$ cat config.mk
export PLATFORM = sky130hd
export DESIGN_NAME = pwm_capture
export DESIGN_NICKNAME = d
export VERILOG_FILES = /design/src/rtl/pwm_capture.sv
export SDC_FILE = /design/constraint.sdc
export NUM_CORES = 1
export LEC_CHECK = 0
export BUFFER_PORTS_ARGS = -buffer_cell sky130_fd_sc_hd__buf_4
export CAP_MARGIN = 20
export CORE_MARGIN = 4
export CORE_UTILIZATION = 35
export CTS_CLUSTER_SIZE = 30
export DETAILED_ROUTE_END_ITERATION = 16
export SLEW_MARGIN = 25
export SYNTH_ARGS = -nofsm -noshare
export SYNTH_HDL_FRONTEND = slang
export SYNTH_SLANG_ARGS = --single-unit
$ cat constraint.sdc
create_clock -name clk -period 6.3 [get_ports clk]
set_input_delay 0.315 -clock clk [delete_from_list [all_inputs] [get_ports clk]]
set_output_delay 0.315 -clock clk [all_outputs]
set_load 0.01 [all_outputs]
$ cat src/rtl/pwm_capture.sv
// PWM / L298 direction monitor: measures period, high time and duty of a PWM line.
// Define PWM_CAP_GLITCH_FILTER_EN to add a FILT_LEN-cycle stability filter after the synchronizers.
module pwm_capture #(
  parameter int CNT_W    = 16,
  parameter int TIMEOUT  = 1000,
  parameter int LOCK_CNT = 2,
  parameter int FILT_LEN = 4
) (
  input  logic             clk,
  input  logic             rst,
  input  logic             pwm_in,
  input  logic             dir_a,
  input  logic             dir_b,
  output logic [CNT_W-1:0] period,
  output logic [CNT_W-1:0] high_time,
  output logic [6:0]       duty_pct,
  output logic             meas_valid,
  output logic             locked,
  output logic             stuck,
  output logic             overrun,
  output logic [1:0]       dir
);

  localparam int DW = CNT_W + 7;
  localparam int SW = $clog2(DW + 1);
  localparam int RW = $clog2(LOCK_CNT + 1);
  localparam logic [CNT_W-1:0] CNT_MAX    = '1;
  localparam logic [CNT_W-1:0] TO_LAST    = CNT_W'(TIMEOUT - 1);
  localparam logic [SW-1:0]    STEPS_LEFT = SW'(DW - 1);
  localparam logic [RW-1:0]    RUN_MAX    = RW'(LOCK_CNT);
  localparam logic [RW-1:0]    RUN_LOCK   = RW'(LOCK_CNT - 1);

`ifdef PWM_CAP_GLITCH_FILTER_EN
  localparam bit FILT_EN = 1'b1;
`else
  localparam bit FILT_EN = 1'b0;
`endif

  typedef enum logic [1:0] {IDLE, HIGH, LOW} state_t;

  state_t           state;
  logic [2:0]       sync_1, sync_2, clean;
  logic             pwm_s, pwm_d, rise, fall, timeout, same_per;
  logic [CNT_W-1:0] period_cnt, high_cnt, high_lat, idle_cnt;
  logic             busy;
  logic [SW-1:0]    step_cnt;
  logic [CNT_W-1:0] rem, den, pend_high;
  logic [DW-1:0]    acc;
  logic [RW-1:0]    run_len;
  logic [CNT_W+DW-1:0] step_res, load_res;

  function automatic logic [CNT_W-1:0] sat_inc(input logic [CNT_W-1:0] v);
    return (v == CNT_MAX) ? v : v + 1'b1;
  endfunction

  // One restoring-division step: returns {remainder, shifted dividend/quotient}.
  function automatic logic [CNT_W+DW-1:0] div_step(input logic [CNT_W-1:0] r,
                                                    input logic [DW-1:0]    a,
                                                    input logic [CNT_W-1:0] d);
    logic [CNT_W:0] t;
    t = {r, a[DW-1]};
    if (t >= {1'b0, d})
      return {CNT_W'(t - {1'b0, d}), a[DW-2:0], 1'b1};
    else
      return {t[CNT_W-1:0], a[DW-2:0], 1'b0};
  endfunction

  always_ff @(posedge clk) begin
    if (rst) begin
      sync_1 <= '0;
      sync_2 <= '0;
    end else begin
      sync_1 <= {dir_b, dir_a, pwm_in};
      sync_2 <= sync_1;
    end
  end

  generate
    if (FILT_EN && FILT_LEN > 0) begin : g_filter
      localparam int FW = $clog2(FILT_LEN + 1);
      for (genvar i = 0; i < 3; i++) begin : g_bit
        logic [FW-1:0] cnt;
        logic          level;
        always_ff @(posedge clk) begin
          if (rst) begin
            cnt   <= '0;
            level <= 1'b0;
          end else if (sync_2[i] == level) begin
            cnt <= '0;
          end else if (cnt == FW'(FILT_LEN - 1)) begin
            cnt   <= '0;
            level <= sync_2[i];
          end else begin
            cnt <= cnt + 1'b1;
          end
        end
        assign clean[i] = level;
      end
    end else begin : g_nofilter
      assign clean = sync_2;
    end
  endgenerate

  assign pwm_s    = clean[0];
  assign rise     = pwm_s & ~pwm_d;
  assign fall     = ~pwm_s & pwm_d;
  assign timeout  = !(rise || fall) && !stuck && (idle_cnt == TO_LAST);
  assign same_per = (run_len != '0) && (den == period);
  assign step_res = div_step(rem, acc, den);
  assign load_res = div_step('0, DW'(high_lat) * DW'(100), period_cnt);

  always_ff @(posedge clk) begin
    if (rst) dir <= 2'b00;
    else     dir <= clean[2:1];
  end

  always_ff @(posedge clk) begin
    if (rst) begin
      state      <= IDLE;
      pwm_d      <= 1'b0;
      period_cnt <= '0;
      high_cnt   <= '0;
      high_lat   <= '0;
      idle_cnt   <= '0;
      busy       <= 1'b0;
      step_cnt   <= '0;
      rem        <= '0;
      acc        <= '0;
      den        <= '0;
      pend_high  <= '0;
      run_len    <= '0;
      period     <= '0;
      high_time  <= '0;
      duty_pct   <= '0;
      meas_valid <= 1'b0;
      locked     <= 1'b0;
      stuck      <= 1'b0;
      overrun    <= 1'b0;
    end else begin
      pwm_d      <= pwm_s;
      meas_valid <= 1'b0;
      overrun    <= 1'b0;
      idle_cnt   <= (rise || fall) ? '0 : sat_inc(idle_cnt);

      // Busy stays high through the publish cycle so a rise landing there is dropped.
      if (busy) begin
        if (step_cnt != '0) begin
          {rem, acc} <= step_res;
          step_cnt   <= step_cnt - 1'b1;
          if (step_cnt == SW'(1)) begin
            period     <= den;
            high_time  <= pend_high;
            duty_pct   <= step_res[6:0];
            meas_valid <= 1'b1;
            run_len    <= same_per ? ((run_len == RUN_MAX) ? run_len : run_len + 1'b1) : RW'(1);
            locked     <= (LOCK_CNT <= 1) || (same_per && run_len >= RUN_LOCK);
          end
        end else begin
          busy <= 1'b0;
        end
      end

      if (timeout) begin
        state      <= IDLE;
        busy       <= 1'b0;
        step_cnt   <= '0;
        period     <= '0;
        high_time  <= '0;
        duty_pct   <= pwm_s ? 7'd100 : 7'd0;
        meas_valid <= 1'b1;
        locked     <= 1'b0;
        run_len    <= '0;
        stuck      <= 1'b1;
      end else begin
        case (state)
          IDLE: begin
            if (rise) begin
              state      <= HIGH;
              period_cnt <= CNT_W'(1);
              high_cnt   <= CNT_W'(1);
              stuck      <= 1'b0;
            end
          end
          HIGH: begin
            period_cnt <= sat_inc(period_cnt);
            if (fall) begin
              high_lat <= high_cnt;
              state    <= LOW;
            end else begin
              high_cnt <= sat_inc(high_cnt);
            end
          end
          LOW: begin
            if (rise) begin
              state      <= HIGH;
              period_cnt <= CNT_W'(1);
              high_cnt   <= CNT_W'(1);
              if (busy) begin
                overrun <= 1'b1;
              end else begin
                {rem, acc} <= load_res;
                den        <= period_cnt;
                pend_high  <= high_lat;
                step_cnt   <= STEPS_LEFT;
                busy       <= 1'b1;
              end
            end else begin
              period_cnt <= sat_inc(period_cnt);
            end
          end
          default: state <= IDLE;
        endcase
      end
    end
  end

endmodule

==> reports/qor.yml <==
gp_congestion: 0.871
critPathKind: "reg2reg"
area_growth_pct: 12.1
h-tree-depth: 4
hold_viol_final: 0
overflow: 0
rsz0062_at_grt: "no"
ant_nets: 0
yosysSeqAreaShare_pct: 36.1
synth_area_leaders: "dfxtp_1 36%, ha_1 9.6%, nand2_1 7.8%"
critPathSlowestCell: "fa_1"
track_usage_pct: 15.6
synth_top_area_share_pct: 36.1
avgSynthCellArea_um2: 8.06
die_width_um: 185
fmax_mhz: 188
cpMostUsedCell: "ha_1"
place_hpwl_um: 18900
cts_buffer_depth: 2
diodes: 0
drcViolationCount: 0
worstSkewPairLatency_ns: 0.44
multi_input_area_um2: 6430
status: "completed"
fin_crit_sh_pct: 84.5
synth_nets: 1456
fin_setup_tns_ns: 0
tritoncts: "done"
cp_num_buf_inv: 3
crit_required_ns: 6.66
antenna_found_initial: 0
via_per_inst: 5.18
layout-drive-gt1-share_pct: 8.66
post_cts_buffers: 0
hold_path_class: "in2reg"
synth_area_leader_cell: "dfxtp_1"
slew_violations: 0
die-area_um2: 34100
wire_per_inst_um: 14.8
cts_resized: 0
grt_pass1_vias: 8821
dieHeight_um: 185
max_cap_violations: 0
layout.nets: 1474
synthesis.instances: 1355
layoutNonFillerInstCount: 1782
min_period_ns: 5.32
grt_pass1_wl_um: 43700
synthesis.area_um2: 10900
num_rows: 64
synth_cell_types: 71
ir_drop_v: 0.000179
cts.sinks: 197
cp-end-kind: "flip-flop"
powerDensity_nw_per_um2: 200
critical_path.cell_chain: "ha_1 > ha_1 > inv_1 > fa_1 > inv_1 > ha_1 > a211oi_1 > o21a_1 > a21oi_1 > a311o_1 > a211o_1 > a21oi_1 > xor2_1 > ha_1 > inv_1 > ha_1 > o21ai_0 > or4_4 > or3_4 > nor2b_4 > a31oi_1 > o21ai_1"
slew_headroom_pct: 46.8
finalClockSkew_ns: 0.0138
via_count: 9223
crit_path_max_fanout: 5
final-seq-area_um2: 3940
start_util_pct: 35.6
grt_max_degree: 63
cts_buffers: 17
crit_arrival_ns: 5.68
dr.pass1.iters: 5
p_leak_nw: 5.10
io_buffers: 49
clk_pin_slew_ns: 0.08
worst_slew_pin_slew_ns: 0.789
place_inst: 1750
synth_edf_count: 0
critical-path-max-stage-delay_ns: 0.50
synth-main-ff-cell: "dfxtp_1"
yosys_warnings: 0
fillCellCount: 3176
core_um2: 30700
cp-start-kind: "flip-flop"
drt_wl_total_um: 26400
holdBufCountCts: 0
ys_async_sr_fraction_pct: 0
critPathTopFamily: "compound AO/OA/AOI/OAI gates"
setup_viol: 0
io_pins: 50
drt_iter0_markers: 480
cts-root-buf: "clkbuf_16"
synth_seq_cells: 197
## per-layer routing
| layer | global-route usage (%) | part of all wire [%] |
|---|---|---|
| met5 | 0 | 0 |
| met4 | 3.67 | 1.3 |
| met3 | 3.10 | 4.4 |
| met2 | 25.0 | 44 |
| met1 | 21.8 | 50 |
## power breakdown
group	internal [W]	switching, W	total, W
Combinational	0.0000220	0.0000507	0.0000727
Sequential	0.00125	0.00000636	0.00126
Clock	0.000589	0.000532	0.00112
## cells in the final DEF, fill, tap and decap left out, types with 5 or more instances in the layout
cell type	count
nand2_1	226
dfxtp_1	197
nor2_1	131
a21oi_1	128
inv_1	88
ha_1	84
buf_4	58
xor2_1	44
nand3_1	32
o21ai_0	32
nor3_1	30
xnor2_1	28
mux2i_1	26
a31oi_1	19
and3_1	18
clkbuf_16	17
nor2b_1	16
o21ai_1	16
a211oi_1	13
a21o_1	12
nand4_1	12
fa_1	12
a311oi_1	11
o21a_1	10
nor4_1	10
o31ai_1	6
nand2b_1	5
or4_1	5
o22ai_1	5
inv_8	5
## cell usage after synthesis (all sizes together) (13+ instances only)
cell type	n
a31oi	19
nor3	30
xnor2	28
clkbuf	36
nand2	227
buf	23
xor2	44
and3	19
nor2b	17
ha	84
a21oi	132
a211oi	13
inv	88
nor4	14
nand3	35
o21ai	51
mux2i	26
dfxtp	197
nor2	132
## sequential cells by signal (all words and copies together) (netlist names), 2 cells and up
name	flops
step_cnt	5
acc	23
state	2
den	16
sync_1	3
high_lat	16
run_len	2
clean	3
high_cnt	16
high_time	16
period_cnt	16
period	16
pend_high	16
rem	16
idle_cnt	16
dir	2
duty_pct	7
## worst paths after layout
kind | from | endpoint | slack (ns) | cells past startpoint
setup / recovery | high_lat[3] | rem[13] | 0.98 | 22
hold / removal | dir_b | sync_1[2] | 0.09 | 2
setup reg to reg | high_lat[3] | rem[13] | 0.98 | 22
hold reg to reg | sync_1[2] | clean[2] | 0.44 | 1
## per-stage QoR
stage / util [%] / cell area, um^2 / power, W / setup WS [ns] / hold WS (ns)
floorplan: - / 10900 / 0.00134 / 1.48 / 0.414
global placement: 37.9 / 11600 / 0.00136 / 1.14 / 0.416
detailed placement: 37.9 / 11600 / 0.00136 / 1.05 / 0.428
CTS: 39.9 / 12200 / 0.00248 / 0.985 / 0.0737
global route: 39.9 / 12200 / 0.00254 / 0.657 / 0.0903
finish: 39.9 / 12200 / 0.00245 / 0.978 / 0.0946
## worst reg2reg max path, cell delays in order (launching register included)
cell	delay (ns)
dfxtp_1	0.42
ha_1	0.26
ha_1	0.27
inv_1	0.05
fa_1	0.50
inv_1	0.05
ha_1	0.35
a211oi_1	0.29
o21a_1	0.21
a21oi_1	0.12
a311o_1	0.41
a211o_1	0.28
a21oi_1	0.19
xor2_1	0.10
ha_1	0.20
inv_1	0.05
ha_1	0.20
o21ai_0	0.13
or4_4	0.47
or3_4	0.38
nor2b_4	0.16
a31oi_1	0.06
o21ai_1	0.10
## layout make-up
cell class	count	share of cell area (%)
well taps	396	4.05
flip-flops and latches	197	32.2
repair buffers	58	3.56
inverters	88	2.70
multi-input cells	1011	52.5
clock inverters	13	1.24
clock buffers	19	3.70
## kinds of logic after synthesis
kind of cell | share of synthesized area (%)
muxes | 2.38
DFF | 36.1
xor gates and xnor gates | 5.78
buffers and inverters | 5.33
adders and majority gates | 11.8
AOI/OAI and AO/OA | 16.6
and+or+nand+nor | 22.0
(Power assumes the default switching activity.)
